### config.mk
export PLATFORM = sky130hd
export DESIGN_NAME = rle_stream_encoder
export DESIGN_NICKNAME = d
export VERILOG_FILES = /design/src/rtl/rle_pkg.sv /design/src/rtl/rle_out_reg.sv /design/src/rtl/rle_stream_encoder.sv
export SDC_FILE = /design/constraint.sdc
export NUM_CORES = 1
export LEC_CHECK = 0
export CORE_MARGIN = 2
export CORE_UTILIZATION = 57
export CTS_CLUSTER_SIZE = 8
export DETAILED_ROUTE_END_ITERATION = 10
export PLACE_DENSITY = 0.8
export SYNTH_ARGS = -nofsm -noshare
export SYNTH_HDL_FRONTEND = slang
export SYNTH_SLANG_ARGS = --single-unit
export TNS_END_PERCENT = 20
### constraint.sdc
create_clock -name clk -period 4.4 [get_ports clk]
set_input_delay 0.88 -clock clk [delete_from_list [all_inputs] [get_ports clk]]
set_output_delay 0.88 -clock clk [all_outputs]
set_load 0.02 [all_outputs]
### src/rtl/rle_pkg.sv
// Shared types and defaults for the run-length stream encoder.
package rle_pkg;

  localparam int RLE_DATA_W = 13;
  localparam int RLE_CNT_W  = 8;

  typedef enum logic [1:0] {
    ST_IDLE  = 2'd0,
    ST_RUN   = 2'd1,
    ST_FLUSH = 2'd2
  } rle_state_e;

  function automatic int unsigned rle_max_run(input int unsigned cnt_w);
    return (32'd1 << cnt_w) - 32'd1;
  endfunction

endpackage

### src/rtl/rle_out_reg.sv
// Single valid/ready holding register for {data, count, last} pairs.
// "free" means a new pair may be loaded this cycle without losing the held one.
module rle_out_reg #(
  parameter int DATA_W = 13,
  parameter int CNT_W  = 8
) (
  input  logic              clk,
  input  logic              rst,
  input  logic              load,
  input  logic [DATA_W-1:0] ld_data,
  input  logic [CNT_W-1:0]  ld_cnt,
  input  logic              ld_last,
  input  logic              out_ready,
  output logic [DATA_W-1:0] out_data,
  output logic [CNT_W-1:0]  out_count,
  output logic              out_last,
  output logic              out_valid,
  output logic              free
);

  assign free = !out_valid || out_ready;

  always_ff @(posedge clk) begin
    if (rst) begin
      out_valid <= 1'b0;
      out_data  <= '0;
      out_count <= '0;
      out_last  <= 1'b0;
    end else if (load) begin
      out_valid <= 1'b1;
      out_data  <= ld_data;
      out_count <= ld_cnt;
      out_last  <= ld_last;
    end else if (out_ready) begin
      out_valid <= 1'b0;
    end
  end

endmodule

### src/rtl/rle_stream_encoder.sv
// Handshaked run-length encoder: coefficients in, (value, run-length, last) pairs out.
// Build option RLE_ZERO_ONLY_EN: only zero coefficients merge into runs.
//
// state    | meaning
// ---------+------------------------------------------------------------
// ST_IDLE  | no open run
// ST_RUN   | run_val/run_cnt hold an open run
// ST_FLUSH | closed last run waiting for the output register
module rle_stream_encoder
  import rle_pkg::*;
#(
  parameter int DATA_W = RLE_DATA_W,
  parameter int CNT_W  = RLE_CNT_W
) (
  input  logic              clk,
  input  logic              rst,
  input  logic [DATA_W-1:0] in_data,
  input  logic              in_valid,
  input  logic              in_last,
  output logic              in_ready,
  output logic [DATA_W-1:0] out_data,
  output logic [CNT_W-1:0]  out_count,
  output logic              out_last,
  output logic              out_valid,
  input  logic              out_ready
);

  localparam logic [CNT_W-1:0] MAX_RUN = CNT_W'(rle_max_run(CNT_W));
  localparam logic [CNT_W-1:0] ONE     = CNT_W'(1);

  rle_state_e        state, state_nxt;
  logic [DATA_W-1:0] run_val, run_val_nxt;
  logic [CNT_W-1:0]  run_cnt, run_cnt_nxt;
  logic              free, accept, same, match;
  logic              load, ld_last;
  logic [DATA_W-1:0] ld_data;
  logic [CNT_W-1:0]  ld_cnt;

  // Only accept when any pair this beat produces is guaranteed a free slot.
  assign in_ready = !rst && (state != ST_FLUSH) && free;
  assign accept   = in_valid && in_ready;

`ifdef RLE_ZERO_ONLY_EN
  assign same = (in_data == run_val) && (in_data == '0);
`else
  assign same = (in_data == run_val);
`endif
  assign match = same && (run_cnt != MAX_RUN);

  always_comb begin
    state_nxt   = state;
    run_val_nxt = run_val;
    run_cnt_nxt = run_cnt;
    load        = 1'b0;
    ld_data     = run_val;
    ld_cnt      = run_cnt;
    ld_last     = 1'b0;
    case (state)
      ST_IDLE: if (accept) begin
        if (in_last) begin
          load    = 1'b1;
          ld_data = in_data;
          ld_cnt  = ONE;
          ld_last = 1'b1;
        end else begin
          run_val_nxt = in_data;
          run_cnt_nxt = ONE;
          state_nxt   = ST_RUN;
        end
      end
      ST_RUN: if (accept) begin
        if (match) begin
          if (in_last) begin
            load      = 1'b1;
            ld_cnt    = run_cnt + ONE;
            ld_last   = 1'b1;
            state_nxt = ST_IDLE;
          end else begin
            run_cnt_nxt = run_cnt + ONE;
          end
        end else begin
          // Close the current run; a last beat leaves its own run for FLUSH.
          load        = 1'b1;
          run_val_nxt = in_data;
          run_cnt_nxt = ONE;
          if (in_last) state_nxt = ST_FLUSH;
        end
      end
      ST_FLUSH: if (free) begin
        load      = 1'b1;
        ld_last   = 1'b1;
        state_nxt = ST_IDLE;
      end
      default: state_nxt = ST_IDLE;
    endcase
  end

  always_ff @(posedge clk) begin
    if (rst) begin
      state   <= ST_IDLE;
      run_val <= '0;
      run_cnt <= '0;
    end else begin
      state   <= state_nxt;
      run_val <= run_val_nxt;
      run_cnt <= run_cnt_nxt;
    end
  end

  rle_out_reg #(.DATA_W(DATA_W), .CNT_W(CNT_W)) u_out_reg (
    .clk       (clk),
    .rst       (rst),
    .load      (load),
    .ld_data   (ld_data),
    .ld_cnt    (ld_cnt),
    .ld_last   (ld_last),
    .out_ready (out_ready),
    .out_data  (out_data),
    .out_count (out_count),
    .out_last  (out_last),
    .out_valid (out_valid),
    .free      (free)
  );

endmodule

# == Yosys cells after proc, flatten, opt, wreduce, memory -nomap -nowiden ==
# Cells that the tools add are included.
# totals
reg_bits,46
in_bits,18
output_inout_bits,24
wordCells,72
# op_classes
add_sub_neg,1
n_eq_ne,12
muxes,39
n_reduce_logical,13
# ops
cell,n
$mux 13,7
$mux 8,10
$pmux 8 s2,2
$pmux 13 s2,1
$reduce_and 5->1,3
$mux 2,7
$ne 2x2->1 const B,7
$eq 13x13->1,1
$mux 1,9
$add 8x1->8 const B,1
$ne 8x8->1 const B,1
$pmux 1 s3,2
$pmux 2 s3,1
$logic_and 1x1->1,4
$reduce_bool 2->1,2
$ne 3x3->1 const B,1
$eq 2x1->1 const B,1
$eq 2x2->1 const B,1
$logic_not 1->1,2
$logic_not 2->1,1
$logic_or 1x1->1,1

# == Depth between registers and ports, before layout ==
# Gate-level depths: netlist (run 1).
# logic_depth
depth_word,7
mapped_depth,9
mapped_depth_nobuf,7

# == Cells and area by module ==
# Synthesis (run 1) repeated with hierarchy kept, for this count alone.
# unflattened
cells_unflattened,276
area_unflattened_um2,2527.4
# modules_own_cells
mod,instances,cells_each,area_per_inst_um2
rle_stream_encoder,1,201,1689.1
rle_out_reg,1,75,838.3

# == Worst setup path after synthesis (run 1) ==
# No wires, ideal clock.
# synth_timing
path_kind,input -> output
start,in rst
end,out in_ready
arrival_ns,1.783
t_required_ns,3.520
path_slack_ns,1.737
cell_stages,3
n_path_buf,2
path_cell_list,clkbuf_1 -> clkbuf_1 -> nor3_1
# synth_between
elab_chain_cells,3
# synth_rtl
item,line_no,text
from (decl),rle_stream_encoder.sv:16,"input logic rst,"
$logic_not 1->1,rle_stream_encoder.sv:40,assign in_ready = !rst && (state != ST_FLUSH) && free;
$logic_and 1x1->1 (2 in series),rle_stream_encoder.sv:40,
to (decl),rle_stream_encoder.sv:20,"output logic in_ready,"
# Every way passes these cells.

# == Final worst setup path (run 1) ==
# Ends and elaborated chain as after synthesis.

==> results.yml, run 1 <==
status:
  status: "finished, final reports clean"
detailed_routing:
  vias_per_cell: 6.35
  wl_per_cell_um: 17.2
  ant_nets: 0
  drtIter0Drc: 239
  vias: 2469
  drc: 0
  wl_um: 6700
  drtPass1Iterations: 5
setup_path:
  cp-end-kind: "output port"
  worstRegToRegCells: 7
  crit_fanout: 16
  r2r_slack_ps: 1810
  crit_type: "input pin to output port"
  cp_slowest_cell: "clkdlybuf4s50_1"
  cp.arrival_ps: 2330
  timing.rr.end: "u_out_reg.out_count[1]"
  critPathMaxStageDelay_ps: 640
  path_common_cell: "clkdlybuf4s50_1"
  cp_data_required_time_ps: 3520
  crit_chain: "clkdlybuf4s50_1, buf_4, nor3_1, clkdlybuf4s50_1"
  start_kind: "input pin"
  reg2reg_from: "run_cnt[0]"
min_path:
  whs_path_depth: 2
  hold_end: "u_out_reg.out_last"
  hold_class: "flip-flop to flip-flop"
  worstHoldStart: "u_out_reg.out_last"
timing:
  fmax_mhz: 312
  fin_setup_tns_ps: 0
  hold_viol: 0
  setup_viol: 0
  skew_ps: 5.56
  timing.final.crit_period_ps: 3210
  relSlewSlack_pct: 52.0
  tightest_slew_ps: 719
  rsz0062_at_grt: "no"
  finalCritPeriodShare_pct: 72.9
  slew_viol_final: 0
floorplanning:
  initial_core_util_pct: 59.4
  rows: 24
  die_w_um: 71.4
  dieArea_um2: 5090
  die_h_um: 71.4
  coreArea_um2: 4350
  ioPinCount: 42
yosys:
  avgSynthCellArea_um2: 8.51
  yosysUniqueCellTypes: 57
  yosys.area.top_type: "dfxtp_1"
  syn-cell-area_um2: 2590
  synthCells: 304
  syn-num-nets: 324
  synth-main-ff-cell: "dfxtp_1"
  ys_ff_latch: 46
  yosysSeqAreaShare_pct: 35.6
  synth_edf_count: 0
  ys_warn_count: 0
  synth_async_sr_flop_share_pct: 0
  synth_top_area_share_pct: 35.6
  synth_area_leaders: "dfxtp_1, nand2_1, mux2i_1"
finish:
  final_nets: 357
  layout-drive-gt1-share_pct: 8.31
  diodes: 0
  seq_area_um2: 921
  n_fill_cell: 384
  area_growth_pct: 18.4
  multi_input_area_um2: 1520
  final_util_pct: 70.4
clocking:
  cts.sinks: 46
  cts_resized: 0
  clk_pin_slew_ps: 80
  cts_tree: "done"
  clockBufferDepth: 2
  root_buffer: "clkbuf_8"
  cts_hold_buf: 0
  numCtsBuffers: 5
  cts_setup_buffers: 0
  htree_levels: 2
  insertion_delay_ps: 290
pwr:
  powerDensity_nw_per_um2: 282
  power_leakage_nw: 1.04
  peakVddDrop_mv: 0.162
global_routing:
  grt_max_degree: 31
  antenna_found_initial: 0
  track_usage_pct: 27.6
  grt_pass1_vias: 2274
  grt.overflow.total: 0
  grt_pass1_wl_um: 11200
place:
  place_hpwl_um: 4790
  port_buffers: 41
  finalWeightedCongestion: 0.934
flow_run:
  cap_violations: 0
[worst max-delay path: cells and delay by family]
family                 cells  cell delay (ps)
buffers and inverters      3             1240
AND/OR/NAND/NOR            1              210
[metal layers]
| layer | up-vias | global-route usage [%] | share of wire [%] |
|---|---|---|---|
| li1 | 1198 | - | - |
| met3 | 10 | 3.80 | 6.5 |
| met2 | 103 | 42.5 | 46 |
| met5 | - | 0 | 0 |
| met4 | 0 | 8.81 | 1.0 |
| met1 | 1158 | 40.2 | 47 |
[cells in the final DEF (no fill, tap or decap), types with 5 or more instances in the layout]
cell type / n
inv_1: 8
clkdlybuf4s50_1: 41
mux2i_1: 13
nand3_1: 10
nor3_1: 21
a21oi_1: 14
a311oi_1: 14
nand2_1: 39
xor2_1: 6
buf_4: 5
clkbuf_8: 5
a31oi_1: 6
nand4_1: 7
o21ai_0: 6
xnor2_1: 7
nor2_1: 27
dfxtp_1: 46
[stage by stage]
stage / power, mW / hold slack [ps] / instances / setup slack (ps) / cell area (um^2)
detailed placement: 0.629 / 467 / 382 / 985 / 2980
global placement: 0.625 / 465 / 382 / 1070 / 2980
CTS: 0.873 / 488 / 389 / 1170 / 3060
finish: 0.864 / 490 / 389 / 1190 / 3060
global route: 0.898 / 501 / 389 / 1020 / 3060
floorplan: 0.562 / 488 / 304 / 1740 / 2590
[synth_stat cells, types with 2 or more instances]
| cell type | instances |
|---|---|
| a211o_1 | 3 |
| a21o_1 | 4 |
| a21oi_1 | 14 |
| a311oi_1 | 14 |
| a311oi_2 | 4 |
| a31oi_1 | 6 |
| and4_1 | 2 |
| buf_2 | 3 |
| buf_4 | 2 |
| buf_6 | 4 |
| clkbuf_1 | 11 |
| dfxtp_1 | 46 |
| ha_1 | 2 |
| inv_1 | 8 |
| mux2i_1 | 13 |
| nand2_1 | 39 |
| nand3_1 | 10 |
| nand4_1 | 7 |
| nor2_1 | 27 |
| nor2b_1 | 4 |
| nor3_1 | 21 |
| nor3_2 | 2 |
| nor4_1 | 2 |
| o21ai_0 | 6 |
| o31ai_1 | 4 |
| o32ai_2 | 2 |
| or3_1 | 3 |
| xnor2_1 | 7 |
| xor2_1 | 6 |
[worst max-delay path by stage]
| stage | start | endpoint | slack [ps] | depth (start not counted) |
|---|---|---|---|---|
| floorplan | rst | in_ready | 1740 | 3 |
| global placement | in_data[10] | u_out_reg.out_count[0] | 1070 | 7 |
| detailed placement | out_ready | u_out_reg.out_data[5] | 990 | 6 |
| CTS | rst | in_ready | 1170 | 4 |
| global route | in_last | u_out_reg.out_data[1] | 1020 | 6 |
| finish | rst | in_ready | 1190 | 4 |
[where the power goes]
group          leakage [nW]  switching [mW]  internal, mW
logic                 0.629          0.0961        0.0746
clock network        0.0373           0.135         0.109
registers             0.375          0.0147         0.435
[cell type report]
type / count / area share, %
Timing Repair Buffer: 46 / 14.6
Sequential cell: 46 / 30.1
Inverter: 8 / 0.980
Multi-Input combinational cell: 230 / 49.6
Tap cell: 52 / 2.12
Clock inverter: 1 / 0.245
Clock buffer: 6 / 2.37
[cell families (layout without fill, tap and decap cells)]
kind of cell | Yosys count | after routing | share of synthesized area [%]
AOI/OAI and AO/OA | 71 | 71 | 22.2
DFF | 46 | 46 | 35.6
xor gates and xnor gates | 13 | 13 | 4.40
muxes | 14 | 14 | 5.46
buffers and inverters | 28 | 61 | 5.66
and+or+nand+nor | 130 | 130 | 25.7
adders and majority gates | 2 | 2 | 0.967
[state kept, by name (all words and copies together), names as in the netlist]
| name | cells |
|---|---|
| run_cnt | 8 |
| run_val | 13 |
| state | 2 |
| u_out_reg.out_count | 8 |
| u_out_reg.out_data | 13 |
| u_out_reg.out_last | 1 |
| u_out_reg.out_valid | 1 |
(Power assumes the default switching activity.)
==> run 2, diff against run 1 <==
--- a/config.mk
+++ b/config.mk
@@ -6,10 +6,10 @@
 export NUM_CORES = 1
 export LEC_CHECK = 0
 export CORE_MARGIN = 2
-export CORE_UTILIZATION = 57
+export CORE_UTILIZATION = 53
 export CTS_CLUSTER_SIZE = 8
 export DETAILED_ROUTE_END_ITERATION = 10
-export PLACE_DENSITY = 0.8
+export PLACE_DENSITY = 0.75
 export SYNTH_ARGS = -nofsm -noshare
 export SYNTH_HDL_FRONTEND = slang
 export SYNTH_SLANG_ARGS = --single-unit
==> constraint.sdc (replaced) <==
create_clock -name clk -period 3.3 [get_ports clk]
set_input_delay 0.66 -clock clk [delete_from_list [all_inputs] [get_ports clk]]
set_output_delay 0.66 -clock clk [all_outputs]
set_load 0.02 [all_outputs]
==> run 2 against run 1 <==
Against the previous run:
- count of clock-buffer cells in the layout unchanged
- critical path type is now input pin to flip-flop
- via count increased by 3.4%
- highest routed layer unchanged
- wire length increased by 3.6%
- register-to-register slack got worse by 1200 ps
- largest cell class unchanged
- die area increased by 7.1%
- critical path depth increased by 4
- critical endpoint is now u_out_reg.out_data[10]
- worst setup slack got worse by 740 ps
- clock power increased by 39%
- non-clock buffer count increased by 9
- clock skew increased by 1.7 ps
- global-route usage decreased by 1.3 points
- design area increased by 2.8%
==> results.yml, run 2 (same netlist as run 1, synthesis figures left out) <==
status:
  status: "finished, final reports clean"
timing:
  setup_ws_ps: 447
  hold_viol: 0
  setup_viol: 0
  fmax_mhz: 351
  skew_ps: 7.25
  slew_viol_final: 0
  fin_setup_tns_ps: 0
  finalCritPeriodShare_pct: 86.4
  tightest_slew_ps: 651
  relSlewSlack_pct: 56.5
  rsz0062_at_grt: "no"
  timing.final.crit_period_ps: 2850
clocking:
  cts.sinks: 46
  clk_pin_slew_ps: 80
  clockBufferDepth: 2
  root_buffer: "clkbuf_8"
  htree_levels: 2
  cts_hold_buf: 0
  insertion_delay_ps: 300
  cts_tree: "done"
  cts_resized: 0
  numCtsBuffers: 5
  cts_setup_buffers: 0
detailed_routing:
  wl_um: 6950
  drtIter0Drc: 212
  drc: 0
  drtPass1Iterations: 7
  vias_per_cell: 6.18
  vias: 2553
  ant_nets: 0
  wl_per_cell_um: 16.8
place:
  place_inst: 406
  placed_cell_area_um2: 3070
  place_hpwl_um: 5040
  dp_worst_setup_slack_ps: 164
  port_buffers: 41
  finalWeightedCongestion: 0.949
floorplanning:
  dieArea_um2: 5460
  coreArea_um2: 4720
  rows: 25
  die_w_um: 73.9
  die_h_um: 73.9
  initial_core_util_pct: 54.8
  ioPinCount: 42
finish:
  final_nets: 366
  diodes: 0
  multi_input_area_um2: 1520
  layout_common_cells: "dfxtp_1, clkdlybuf4s50_1, nand2_1, nor2_1, nor3_1"
  top_regs: "run_val (13), u_out_reg.out_data (13)"
  instances_no_fill: 413
  final_common_cell: "dfxtp_1"
  n_fill_cell: 409
  layout-drive-gt1-share_pct: 10.7
  finalInstanceArea_um2: 3150
  area_growth_pct: 21.8
  seq_area_um2: 921
global_routing:
  grt.overflow.total: 0
  grt_pass1_vias: 2272
  antenna_found_initial: 0
  track_usage_pct: 26.4
  grt_max_degree: 23
  grt_pass1_wl_um: 11200
pwr:
  fin_total_pwr_mw: 1.17
  power_leakage_nw: 1.08
  p_int_uw: 831
  p_seq_share_pct: 51.1
  powerDensity_nw_per_um2: 372
  netSwitchingFraction_pct: 29.1
  power.switching_uw: 342
  peakVddDrop_mv: 0.234
  pwr-share-clk_pct: 28.8
  combPwrFrac_pct: 20.1
setup_path:
  crit_type: "input pin to flip-flop"
  cp.arrival_ps: 3070
  crit_fanout: 13
  cp-end-kind: "flip-flop"
  start_kind: "input pin"
  cp_data_required_time_ps: 3520
flow_run:
  cap_violations: 0
min_path:
  hold_class: "flip-flop to flip-flop"
==> run 2: changes by cell type in the layout (fill, tap and decap cells not counted), sizes merged <==
cell / previous run / this run
buf: 5 / 14
==> run 2: routing by layer <==
| layer | up-vias | global-route usage (%) | routed length, um |
|---|---|---|---|
| met2 | 129 | 39.0 | 3100 |
| met5 | - | 0 | 0 |
| met4 | 0 | 6.46 | 70 |
| met1 | 1201 | 39.2 | 3160 |
| li1 | 1211 | - | - |
| met3 | 12 | 5.08 | 618 |
==> run 2: worst paths after layout <==
check	from	end	slack [ps]	cells after the start
hold / removal	u_out_reg.out_last	u_out_reg.out_last	480	2
setup reg to reg	run_cnt[0]	u_out_reg.out_data[10]	580	8
setup / recovery	in_valid	u_out_reg.out_data[10]	450	8
hold reg to reg	u_out_reg.out_last	u_out_reg.out_last	480	2
==> run 2: final cells by class <==
cell class	instances	share of cell area, %
clock buffer	6	2.30
clock inverter	1	0.238
inverter	8	0.953
multi-input combinational	230	48.3
sequential	46	29.2
tap	67	2.66
timing repair buffer	55	16.4
==> run 2: worst max-delay path, stage by stage <==
cell and delay (ps):
clkdlybuf4s50_1 530, nor2b_1 200, nand3b_1 180, nor2_1 250, a21boi_1 590, buf_4 320
nor3_1 90, a311oi_2 240
==> run 2: per-stage QoR <==
stage	utilization [%]	hold WS (ps)
floorplan	-	488
global placement	65.0	474
detailed placement	65.0	462
CTS	66.7	483
global route	66.7	490
finish	66.7	483
==> run 2: power groups by stage <==
stage	Sequential [mW]	Combinational [mW]	Clock [mW]
floorplan	0.629	0.120	0
global placement	0.612	0.232	0
detailed placement	0.613	0.234	0
CTS	0.599	0.235	0.342
global route	0.602	0.254	0.359
finish	0.600	0.236	0.338
==> run 3, diff against run 2 <==
--- a/config.mk
+++ b/config.mk
@@ -6,10 +6,10 @@
 export NUM_CORES = 1
 export LEC_CHECK = 0
 export CORE_MARGIN = 2
-export CORE_UTILIZATION = 53
+export CORE_UTILIZATION = 45
 export CTS_CLUSTER_SIZE = 8
 export DETAILED_ROUTE_END_ITERATION = 10
-export PLACE_DENSITY = 0.75
+export PLACE_DENSITY = 0.65
 export SYNTH_ARGS = -nofsm -noshare
 export SYNTH_HDL_FRONTEND = slang
 export SYNTH_SLANG_ARGS = --single-unit
==> run 3 against run 2 <==
Against the previous run:
- power grew 7.8%
- cell count increased by 0.24%
- critical path type unchanged
- first-iteration DRC count is 28% lower
- hold slack lost 5.4 ps
- sequential share of layout area fell by 0.081 points
- flip-flop and latch count stayed put
- clock skew down 3.2 ps
- largest power group unchanged
- clock power up 28%
- via count is 4.2% lower
- design area rose by 0.28%
- die area grew 17%
==> results.yml, run 3 (same netlist as run 1, synthesis figures left out) <==
setup_path:
  critPathMaxStageDelay_ps: 540
  cp_top_family: "simple AND/OR/NAND/NOR gates"
  crit_type: "input pin to flip-flop"
  start_kind: "input pin"
  r2r_slack_ps: 730
  cp.arrival_ps: 3000
  crit_fanout: 21
  crit_chain: "clkdlybuf4s50_1, xnor2_1, nand4_1, or4_4, o21ai_4, nand2_2, a41o_1"
  cp-end-kind: "flip-flop"
  cp_slowest_cell: "or4_4"
  cp_data_required_time_ps: 3490
  crit_buf_inv: 1
detailed_routing:
  wl_um: 6990
  ant_nets: 0
  vias_per_cell: 5.91
  drtIter0Drc: 153
  vias: 2445
  drc: 0
  drtPass1Iterations: 6
  wl_per_cell_um: 16.9
clocking:
  cts.sinks: 46
  cts_tree: "done"
  clockBufferDepth: 2
  root_buffer: "clkbuf_8"
  numCtsBuffers: 5
  insertion_delay_ps: 300
  cts_setup_buffers: 0
  htree_levels: 2
  clk_pin_slew_ps: 80
  cts_hold_buf: 0
  cts_resized: 0
finish:
  n_fill_cell: 545
  area_growth_pct: 22.1
  layout-drive-gt1-share_pct: 9.94
  final_nets: 362
  final_common_cell: "dfxtp_1"
  layout_common_cells: "dfxtp_1, clkdlybuf4s50_1, nand2_1, nor2_1, nor3_1"
  top_regs: "run_val (13), u_out_reg.out_data (13)"
  diodes: 0
floorplanning:
  initial_core_util_pct: 46.7
  die_h_um: 79.8
  coreArea_um2: 5540
  dieArea_um2: 6370
  die_w_um: 79.8
  rows: 27
  ioPinCount: 42
place:
  place_hpwl_um: 4950
  finalWeightedCongestion: 0.928
  port_buffers: 41
  dp_worst_setup_slack_ps: 176
pwr:
  p_int_uw: 926
  power.switching_uw: 338
  powerDensity_nw_per_um2: 400
  combPwrFrac_pct: 18.4
  pwr-share-clk_pct: 34.2
  p_seq_share_pct: 47.4
  netSwitchingFraction_pct: 26.7
  power_leakage_nw: 1.08
  peakVddDrop_mv: 0.197
global_routing:
  grt.overflow.total: 0
  grt_max_degree: 22
  track_usage_pct: 22.4
  antenna_found_initial: 0
  grt_pass1_wl_um: 11100
  grt_pass1_vias: 2131
min_path:
  hold_class: "flip-flop to flip-flop"
timing:
  timing.final.crit_period_ps: 2810
  setup_viol: 0
  slew_viol_final: 0
  fin_setup_tns_ps: 0
  tightest_slew_ps: 601
  rsz0062_at_grt: "no"
  fmax_mhz: 356
  skew_ps: 4.08
  setup_ws_ps: 493
  relSlewSlack_pct: 59.6
  finalCritPeriodShare_pct: 85.1
  whs_ps: 477
  hold_viol: 0
status:
  status: "finished, final reports clean"
flow_run:
  cap_violations: 0
-- run 3: cell count changes in the layout (fill, tap and decap cells not counted), sizes merged --
cell and delta:
clkinvlp -1, buf -4, bufinv +1
-- run 3: power groups by stage --
stage,Clock (mW),Sequential [mW],Combinational (mW)
floorplan,0,0.629,0.120
CTS,0.438,0.599,0.233
global placement,0,0.611,0.231
global route,0.462,0.603,0.252
finish,0.432,0.599,0.233
detailed placement,0,0.612,0.232
-- run 3: through the flow --
stage / instance area [um^2] / utilization, % / total power [mW] / cells
after CTS: 3160 / 57.0 / 1.27 / 414
after global placement: 3050 / 55.0 / 0.842 / 407
final: 3160 / 57.0 / 1.26 / 414
after floorplan: 2590 / - / 0.749 / 304
after detailed placement: 3050 / 55.0 / 0.844 / 407
after global routing: 3160 / 57.0 / 1.32 / 414
-- run 3: area by class of cell --
cell class / instances / area, um^2 / share of cell area (%)
Inverter: 8 / 30.0 / 0.950
Timing Repair Buffer: 51 / 485 / 15.4
Clock inverter: 1 / 30.0 / 0.950
Clock buffer: 6 / 82.6 / 2.61
Sequential cell: 46 / 921 / 29.1
Multi-Input combinational cell: 230 / 1520 / 48.1
Tap cell: 72 / 90.1 / 2.85
-- run 3: path summary, 6_finish.rpt --
| path | endpoint | depth (start not counted) | startpoint |
|---|---|---|---|
| hold / removal | u_out_reg.out_last | 2 | u_out_reg.out_last |
| setup / recovery | u_out_reg.out_count[3] | 7 | in_data[3] |
| hold reg to reg | u_out_reg.out_last | 2 | u_out_reg.out_last |
| setup reg to reg | u_out_reg.out_count[3] | 7 | run_cnt[0] |
-- run 3: worst min-delay path: stages, from the launching register on --
cell and delay (ps):
dfxtp_1 320, nand3_1 60, a21oi_1 60
-- run 3: per-layer routing --
layer  vias to the layer above  GRT usage [%]  wire, um
li1                       1206              -         -
met1                      1145           32.9      3400
met2                        87           33.9      3080
met3                         7           4.41       450
met4                         0           4.58        54
met5                         -              0         0
